$ cat src/rtl/cpu_bus_timing_pkg.sv
// Shared clocking constants, the ns-to-cycle helper and the bus-timing output bundle
// for the PET bus timing generator.
package cpu_bus_timing_pkg;

   localparam int unsigned SYS_CLOCK_MHZ   = 64;
   localparam int unsigned CPU_CLOCK_MHZ   = 1;
   localparam int unsigned SLOT_CYCLES     = int'(SYS_CLOCK_MHZ / CPU_CLOCK_MHZ);
   localparam int unsigned T_ADDR_VALID_NS = 100;
   localparam int unsigned T_DATA_HOLD_NS  = 30;

   // Round up so a timing margin is never shortened by truncation.
   function automatic int unsigned ns_to_cycles(input int unsigned ns);
      return (ns * SYS_CLOCK_MHZ + 32'd999) / 32'd1000;
   endfunction

   typedef struct packed {
      logic slot_start;
      logic dma_grant;
      logic dma_done;
      logic phi2;
      logic addr_strobe;
      logic data_strobe;
   } bus_timing_t;

endpackage

$ cat src/rtl/cpu_bus_timing.sv
// PET bus slot generator: splits each CPU cycle into a DMA half (phi1) and a
// 6502 half (phi2), with address/data latch strobes placed from ns constants.
module cpu_bus_timing #(
   parameter int unsigned SLOT_CYCLES     = cpu_bus_timing_pkg::SLOT_CYCLES,
   parameter int unsigned T_ADDR_VALID_NS = cpu_bus_timing_pkg::T_ADDR_VALID_NS,
   parameter int unsigned T_DATA_HOLD_NS  = cpu_bus_timing_pkg::T_DATA_HOLD_NS
) (
   input  logic wb_clock_i,
   input  logic wb_reset_i,
   input  logic cpu_en_i,
   input  logic dma_req_i,
   output logic slot_start_o,
   output logic dma_grant_o,
   output logic dma_done_o,
   output logic cpu_phi2_o,
   output logic cpu_addr_strobe_o,
   output logic cpu_data_strobe_o
);
   import cpu_bus_timing_pkg::*;

   localparam int unsigned HALF     = SLOT_CYCLES / 2;
   localparam int unsigned ADDR_CYC = ns_to_cycles(T_ADDR_VALID_NS);
   localparam int unsigned HOLD_CYC = ns_to_cycles(T_DATA_HOLD_NS);
   localparam int unsigned LAST     = SLOT_CYCLES - 1;
   localparam int unsigned ADDR_POS = HALF + ADDR_CYC;
   localparam int unsigned DATA_POS = SLOT_CYCLES - 1 - HOLD_CYC;
   localparam int unsigned CW       = $clog2(SLOT_CYCLES);

   if ((SLOT_CYCLES % 2) != 0 || SLOT_CYCLES < 16) begin : g_bad_slot
      $error("cpu_bus_timing: SLOT_CYCLES must be even and >= 16");
   end
   if (ADDR_POS >= DATA_POS) begin : g_bad_strobes
      $error("cpu_bus_timing: address strobe must precede data strobe");
   end

   logic [CW-1:0] count_q;
   logic [CW-1:0] count_d;
   logic          started_q;
   logic          run_q;
   logic          run_d;
   logic          grant_q;
   logic          grant_d;
   bus_timing_t   out_q;
   bus_timing_t   out_d;

   // Outputs are decoded from the next count so each registered output lines up with count_q.
   always_comb begin
      count_d = '0;
      run_d   = run_q;
      grant_d = grant_q;
      out_d   = '0;

      // The first edge out of reset starts slot 0 rather than advancing past it.
      if (started_q && count_q != CW'(LAST)) begin
         count_d = count_q + CW'(1);
      end

      // Latch run/grant only at slot start so phi2 and grant never glitch mid-slot.
      if (count_d == '0) begin
         run_d   = cpu_en_i;
         grant_d = dma_req_i;
      end

      out_d.slot_start  = (count_d == '0);
      out_d.dma_grant   = grant_d && (count_d >= CW'(1)) && (count_d <= CW'(HALF - 2));
      out_d.dma_done    = grant_d && (count_d == CW'(HALF - 1));
      out_d.phi2        = run_d && (count_d >= CW'(HALF));
      out_d.addr_strobe = run_d && (count_d == CW'(ADDR_POS));
      out_d.data_strobe = run_d && (count_d == CW'(DATA_POS));
   end

   always_ff @(posedge wb_clock_i) begin
      if (wb_reset_i) begin
         count_q   <= '0;
         started_q <= 1'b0;
         run_q     <= 1'b0;
         grant_q   <= 1'b0;
         out_q     <= '0;
      end else begin
         count_q   <= count_d;
         started_q <= 1'b1;
         run_q     <= run_d;
         grant_q   <= grant_d;
         out_q     <= out_d;
      end
   end

   assign slot_start_o      = out_q.slot_start;
   assign dma_grant_o       = out_q.dma_grant;
   assign dma_done_o        = out_q.dma_done;
   assign cpu_phi2_o        = out_q.phi2;
   assign cpu_addr_strobe_o = out_q.addr_strobe;
   assign cpu_data_strobe_o = out_q.data_strobe;

endmodule

$ cat config.mk
export PLATFORM = sky130hd
export DESIGN_NAME = cpu_bus_timing
export DESIGN_NICKNAME = d
export VERILOG_FILES = /design/src/rtl/cpu_bus_timing_pkg.sv /design/src/rtl/cpu_bus_timing.sv
export SDC_FILE = /design/constraint.sdc
export NUM_CORES = 1
export LEC_CHECK = 0
export BUFFER_PORTS_ARGS = -buffer_cell sky130_fd_sc_hd__buf_2
export CELL_PAD_IN_SITES_DETAIL_PLACEMENT = 1
export CELL_PAD_IN_SITES_GLOBAL_PLACEMENT = 1
export CORE_MARGIN = 4
export CORE_UTILIZATION = 36
export DETAILED_ROUTE_END_ITERATION = 12
export PLACE_DENSITY_LB_ADDON = 0.1
export SETUP_SLACK_MARGIN = 0.5
export SLEW_MARGIN = 20
export SYNTH_ARGS = -nofsm -noshare
export SYNTH_HDL_FRONTEND = slang
export SYNTH_SLANG_ARGS = --single-unit
$ cat constraint.sdc
create_clock -name wb_clock_i -period 1.8 [get_ports wb_clock_i]
set_input_delay 0.09 -clock wb_clock_i [delete_from_list [all_inputs] [get_ports wb_clock_i]]
set_output_delay 0.09 -clock wb_clock_i [all_outputs]
set_load 0.01 [all_outputs]
==> results of run 1 <==
==> power groups by stage <==
stage / combinational [W] / clock [W] / sequential, W
6_report: 0.0000517 / 0.000202 / 0.000349
5_1_grt: 0.0000570 / 0.000233 / 0.000350
4_1_cts: 0.0000450 / 0.000200 / 0.000347
3_5_place_dp: 0.0000392 / 0 / 0.000357
3_3_place_gp: 0.0000392 / 0 / 0.000357
2_1_floorplan: 0.0000278 / 0 / 0.000353
==> flip-flops by register name, summed over array words and instances (netlist names) <==
signal,cells
count_q,6
cpu_addr_strobe_o,1
cpu_data_strobe_o,1
cpu_phi2_o,1
dma_done_o,1
dma_grant_o,1
grant_q,1
run_q,1
slot_start_o,1
started_q,1
==> worst register-to-register path, delay by kind of cell, from the launching register on <==
kind	cells	cell delay [ns]
adder cells (fa/ha/maj)	1	0.17
AO/OA/AOI/OAI	2	0.68
AND/OR/NAND/NOR	3	0.30
flip-flops	1	0.39
==> area by class of cell <==
class	count	share of cell area
Sequential cell	15	0.341
Clock inverter	1	0.00549
Timing Repair Buffer	16	0.115
Inverter	4	0.0165
Tap cell	25	0.0343
Clock buffer	3	0.0247
Multi-Input combinational cell	52	0.463
==> routing by layer <==
metal	routed length, um	share of wire	GRT usage	up-vias
li1	-	-	-	296
met1	877	0.45	0.203	300
met2	956	0.49	0.263	13
met3	59	0.030	0.0430	4
met4	48	0.025	0.0873	0
met5	0	0	0	-
==> cell usage after synthesis, drive strengths merged, types with 2 or more instances <==
| master | number |
|---|---|
| dfxtp | 15 |
| nor2 | 9 |
| a21oi | 6 |
| nand2 | 6 |
| nand3 | 6 |
| inv | 4 |
| and2 | 3 |
| o21ai | 3 |
| xnor2 | 3 |
| a2111oi | 2 |
| and4 | 2 |
| buf | 2 |
| nand4 | 2 |
| nor3b | 2 |
==> what timing repair did <==
action                     in CTS  in global routing
hold endpoints to repair        0                  0
buffers inserted                6                  0
setup endpoints to repair      11                 13
pin swaps                       5                  8
resized for setup               9                 11
==> kinds of logic after synthesis <==
logic type | count (synthesis)
compound gates | 16
xor+xnor | 3
fa+ha+maj | 1
buf+inv | 7
flops | 15
simple gates | 32
==> stage by stage <==
step / total power [W] / std cells / utilization
final: 0.000602 / 116 / 0.516
after detailed placement: 0.000396 / 106 / 0.435
after floorplan: 0.000381 / 74 / -
after global placement: 0.000396 / 106 / 0.435
after CTS: 0.000592 / 116 / 0.497
after global routing: 0.000640 / 116 / 0.516
==> path summary, 6_finish.rpt <==
kind / endpoint / cells past startpoint / start
worst max-delay path: dma_grant_o$_SDFF_PP0_ / 6 / count_q[1]$_SDFF_PP0_
worst max register to register: dma_grant_o$_SDFF_PP0_ / 6 / count_q[1]$_SDFF_PP0_
worst min register to register: dma_done_o$_SDFF_PP0_ / 2 / grant_q$_SDFF_PP0_
worst min-delay path: run_q$_SDFF_PP0_ / 2 / wb_reset_i
==> run_results.csv, run 1 <==
group,metric,value,unit
run_status,status,"completed",
logic_synthesis,synthFlopType,"dfxtp_1",
critical_path,crit_chain,"ha_4, nand2_4, a211o_1, a2111oi_4, nor2_1, and4_1",
timing,relSlewSlack,0.752,
hold_path,hold_path.class,"primary input to register",
pwr,netSwitchingPower,0.000159,W
clock_tree,cts_buffers,3,
pwr,p_per_area,661,nW/um^2
layout,fill_cells,217,
layout,seqCellArea,310,um^2
logic_synthesis,synth_compound_area_frac,0.195,
layout,finalNetCount,97,
detailed_routing,ant_nets,0,
critical_path,critPathRequiredTime,2.00,ns
global_routing,grt_pass1_vias,648,
critical_path,cp_max_fo,5,
critical_path,crit_buf_inv,0,
clock_tree,clk_pin_slew,0.10,ns
global_routing,grt_first_pass_wirelength,3150,um
timing,setup_tns,0,ns
layout,num_antenna_cells,0,
clock_tree,clk_latency,0.29,ns
clock_tree,clock_path_buffers,2,
logic_synthesis,yosys-mux-area-fraction,0,
placement,placedInstanceArea,768,um^2
global_routing,overflow,0,
pwr,intPower,0.000443,W
global_routing,grt_max_degree,10,
placement,portBuffers,9,
timing,worst_pin_slew,0.372,ns
layout,multi_input_area,422,um^2
timing,drv_slew,0,
timing,post-route-worst-setup-slack,0.172,ns
pwr,p_comb_frac,0.086,
timing,fin_crit,1.63,ns
critical_path,critPathArrivalTime,1.82,ns
timing,hold_viol_final,0,
detailed_routing,drt_iter0_drc,12,
timing,grt_setup_unrepaired,"yes",
logic_synthesis,synth_nets,79,
logic_synthesis,synth_cells,74,
pwr,swShare,0.265,
detailed_routing,via_count,613,
logic_synthesis,ys_top_cells_by_area,"dfxtp_1 (44%), nor2_1 (4.9%), nand3_1 (4.4%)",
placement,dpl_worst_slack,0.137,ns
critical_path,r2r_slack,0.17,ns
floorplanning,core-area,1760,um^2
global_routing,antenna_found_initial,0,
critical_path,setup.worst_path.class,"register to register",
logic_synthesis,synth_top_area_share,0.436,
timing,worst_clock_skew,0.00914,ns
pwr,power_frac_seq,0.579,
clock_tree,hold_buffers,0,
placement,dp_hpwl,1160,um
floorplanning,dieWidth,51.7,um
timing,setup_viol,0,
pwr,ir_worst_vdd,0.437,mV
detailed_routing,totalWireLength,1940,um
layout,final_cell_mix,"dfxtp_1 (11), nor2_1 (9), buf_2 (9), a21oi_1 (5), buf_4 (5)",
critical_path,crit_family,"compound AO/OA/AOI/OAI gates",
logic_synthesis,yosysTopAreaCell,"dfxtp_1",
logic_synthesis,synth_adder_area_share,0.0182,
layout,layout_commonest_cell,"dfxtp_1",
job,drv_cap,0,
logic_synthesis,ys_warn_count,0,
logic_synthesis,synth_xor_area_frac,0.0382,
logic_synthesis,synth-edff-count,0,
detailed_routing,via_per_inst,5.28,
critical_path,max_stage_delay,0.39,ns
pwr,clock_power_share,0.335,
layout,stdcell_area,911,um^2
detailed_routing,wl_per_cell,16.7,um
floorplanning,ioPinCount,10,
timing,clock.fmax,614,MHz
critical_path,critPathCaptureType,"register",
clock_tree,ctsRootBufferMaster,"clkbuf_4",
pwr,power_leakage,0.360,nW
logic_synthesis,synth_top_family_by_area,"simple AND/OR/NAND/NOR gates",
logic_synthesis,ys_seq_area_frac,0.436,
clock_tree,clock_sinks,15,
floorplanning,start_util,0.390,
global_routing,track_usage,0.165,
logic_synthesis,synth_cell_types,28,
logic_synthesis,syn_area_per_cell,9.30,um^2
clock_tree,h-tree-depth,1,
floorplanning,num_rows,15,
layout,drive_gt1_frac,0.451,
logic_synthesis,synthArstFlopShare,0,
timing,hold-worst-slack,0.0451,ns
clock_tree,cts_tree,"yes",
logic_synthesis,synth_seq_cells,15,
detailed_routing,drc,0,
layout,syn_to_final_growth,32.4,%
floorplanning,dieArea,2670,um^2
critical_path,crit_path_top_delay_cell,"dfxtp_4",
detailed_routing,first_pass_iters,4,
logic_synthesis,synth-simple-area-share,0.253,
floorplanning,dieHeight,51.7,um
placement,globalplace.congestion,0.732,
timing,min_period_over_period,0.904,
logic_synthesis,netlist_area,688,um^2
critical_path,critPathLaunchType,"register",
No activity file was read; power rests on OpenSTA's default activity.
==> run 2: changes to the inputs <==
- CORE_MARGIN: 4 -> 2
- CTS_CLUSTER_DIAMETER: not set -> 200
==> run 2 against run 1 <==
  * Sequential power barely moved
  * Via count rose by 0.33%
  * Hold slack improved by 0.013 ns
  * Worst setup slack improved by 0.010 ns
  * Count of clock-buffer cells in the layout rose by 1
  * Critical path depth did not move
  * Non-clock buffer count rose by 3
  * Register-to-register slack barely moved
==> run_results.csv, run 2 (synthesis gave the netlist of run 1 again) <==
group,metric,value,unit
run_status,status,"completed",
pwr,p_per_area,635,nW/um^2
layout,final_cell_mix,"dfxtp_1 (11), buf_2 (9), buf_4 (9), nor2_1 (8), a21oi_1 (5)",
layout,layout_commonest_cell,"dfxtp_1",
timing,relSlewSlack,0.745,
floorplanning,dieWidth,47.7,um
critical_path,r2r_start,"count_q[1]$_SDFF_PP0_",
detailed_routing,via_per_inst,5.17,
pwr,ir_worst_vdd,0.591,mV
clock_tree,cts_tree,"yes",
layout,multi_input_area,419,um^2
layout,finalNetCount,100,
floorplanning,ioPinCount,10,
layout,num_antenna_cells,0,
placement,placed_cells,106,
floorplanning,dieArea,2280,um^2
floorplanning,start_util,0.390,
hold_path,holdPathEnd,"grant_q$_SDFF_PP0_",
detailed_routing,drt_iter0_drc,6,
layout,top_register,"count_q",
critical_path,crit_chain,"ha_4, nand2_2, a211o_1, a2111o_1, nand3_2, a21oi_1",
timing,drv_slew,0,
global_routing,grt_max_degree,10,
layout,fin_util,0.525,
critical_path,critPathArrivalTime,1.79,ns
layout,drive_gt1_frac,0.468,
hold_path,hold_path.class,"primary input to register",
hold_path,min_from,"wb_reset_i",
detailed_routing,drc,0,
critical_path,r2r_cells,6,
critical_path,setup.worst_path.class,"register to register",
global_routing,grt_first_pass_wirelength,2850,um
layout,syn_to_final_growth,34.5,%
global_routing,track_usage,0.191,
placement,placedInstanceArea,768,um^2
detailed_routing,ant_nets,0,
clock_tree,clock_path_buffers,2,
detailed_routing,via_count,615,
floorplanning,core-area,1760,um^2
timing,setup_tns,0,ns
timing,worst_pin_slew,0.383,ns
timing,min_period_over_period,0.899,
floorplanning,num_rows,15,
hold_path,min_path_cells,2,
critical_path,critPathLaunchType,"register",
floorplanning,dieHeight,47.7,um
layout,stdcell_area,926,um^2
critical_path,r2r_slack,0.18,ns
pwr,power_leakage,0.357,nW
critical_path,timing.rr.end,"run_q$_SDFF_PP0_",
placement,globalplace.congestion,0.729,
layout,seqCellArea,310,um^2
critical_path,critPathRequiredTime,1.97,ns
job,drv_cap,0,
layout,fin_cells,119,
critical_path,crit_path_top_delay_cell,"a2111o_1",
clock_tree,cts_buffers,3,
timing,fin_crit,1.62,ns
placement,dp_hpwl,1170,um
critical_path,critPathCaptureType,"register",
timing,post-route-worst-setup-slack,0.182,ns
critical_path,max_stage_delay,0.48,ns
timing,hold_viol_final,0,
clock_tree,clock_sinks,15,
clock_tree,hold_buffers,0,
placement,portBuffers,9,
clock_tree,h-tree-depth,1,
detailed_routing,totalWireLength,1730,um
layout,largest_reg_flops,6,
global_routing,antenna_found_initial,0,
layout,fill_cells,217,
detailed_routing,wl_per_cell,14.6,um
timing,setup_viol,0,
clock_tree,clk_latency,0.28,ns
placement,dpl_worst_slack,0.121,ns
detailed_routing,first_pass_iters,4,
timing,clock.fmax,618,MHz
clock_tree,ctsRootBufferMaster,"clkbuf_4",
clock_tree,clk_pin_slew,0.08,ns
global_routing,overflow,0,
global_routing,grt_pass1_vias,588,
timing,grt_setup_unrepaired,"yes",
critical_path,cp_max_fo,5,
timing,worst_clock_skew,0.00193,ns
run 2: metal layers:
metal	global-route usage	vias up	share of wire
li1	-	306	-
met1	0.245	298	0.43
met2	0.304	9	0.51
met3	0.0679	2	0.048
met4	0.0486	0	0.0075
met5	0	-	0
run 2: worst max-delay path by stage:
stage,from,to,slack [ns],cells past startpoint
2_1_floorplan,count_q[1]$_SDFF_PP0_,dma_grant_o$_SDFF_PP0_,0.32,6
3_3_place_gp,count_q[2]$_SDFF_PP0_,cpu_addr_strobe_o$_SDFF_PP0_,0.15,5
3_5_place_dp,count_q[2]$_SDFF_PP0_,cpu_addr_strobe_o$_SDFF_PP0_,0.12,5
4_1_cts,count_q[1]$_SDFF_PP0_,grant_q$_SDFF_PP0_,0.21,6
5_1_grt,count_q[1]$_SDFF_PP0_,cpu_addr_strobe_o$_SDFF_PP0_,0.1,6
6_report,count_q[1]$_SDFF_PP0_,run_q$_SDFF_PP0_,0.18,6
run 2: area by class of cell:
| cell class | instances | area share |
|---|---|---|
| Sequential cell | 15 | 0.335 |
| Clock buffer | 4 | 0.0284 |
| Multi-Input combinational cell | 52 | 0.453 |
| Timing Repair Buffer | 19 | 0.134 |
| Inverter | 4 | 0.0162 |
| Tap cell | 25 | 0.0338 |
run 2: per-stage QoR:
| step | power (W) | hold WS [ns] |
|---|---|---|
| after floorplan | 0.000381 | 0.159 |
| after global placement | 0.000396 | 0.339 |
| after detailed placement | 0.000396 | 0.345 |
| after CTS | 0.000591 | 0.0518 |
| after global routing | 0.000628 | 0.0647 |
| final | 0.000588 | 0.0586 |
run 2: what timing repair did:
action | in CTS | in global routing
pin swaps | 10 | 3
setup endpoints to repair | 9 | 12
gates resized for setup | 11 | 7
setup buffers | 9 | 0
run 2: critical path, delay by kind of cell, from the launching register on:
family	cells	cell delay, ns
adders and majority gates	1	0.16
AOI/OAI and AO/OA	3	0.82
and+or+nand+nor	2	0.15
DFF	1	0.38
run 2: power breakdown:
group / total [W] / internal, W / switching, W
Sequential: 0.000349 / 0.000338 / 0.0000104
Clock: 0.000186 / 0.0000860 / 0.0000996
Combinational: 0.0000533 / 0.0000240 / 0.0000292
Total: 0.000588 / 0.000448 / 0.000139
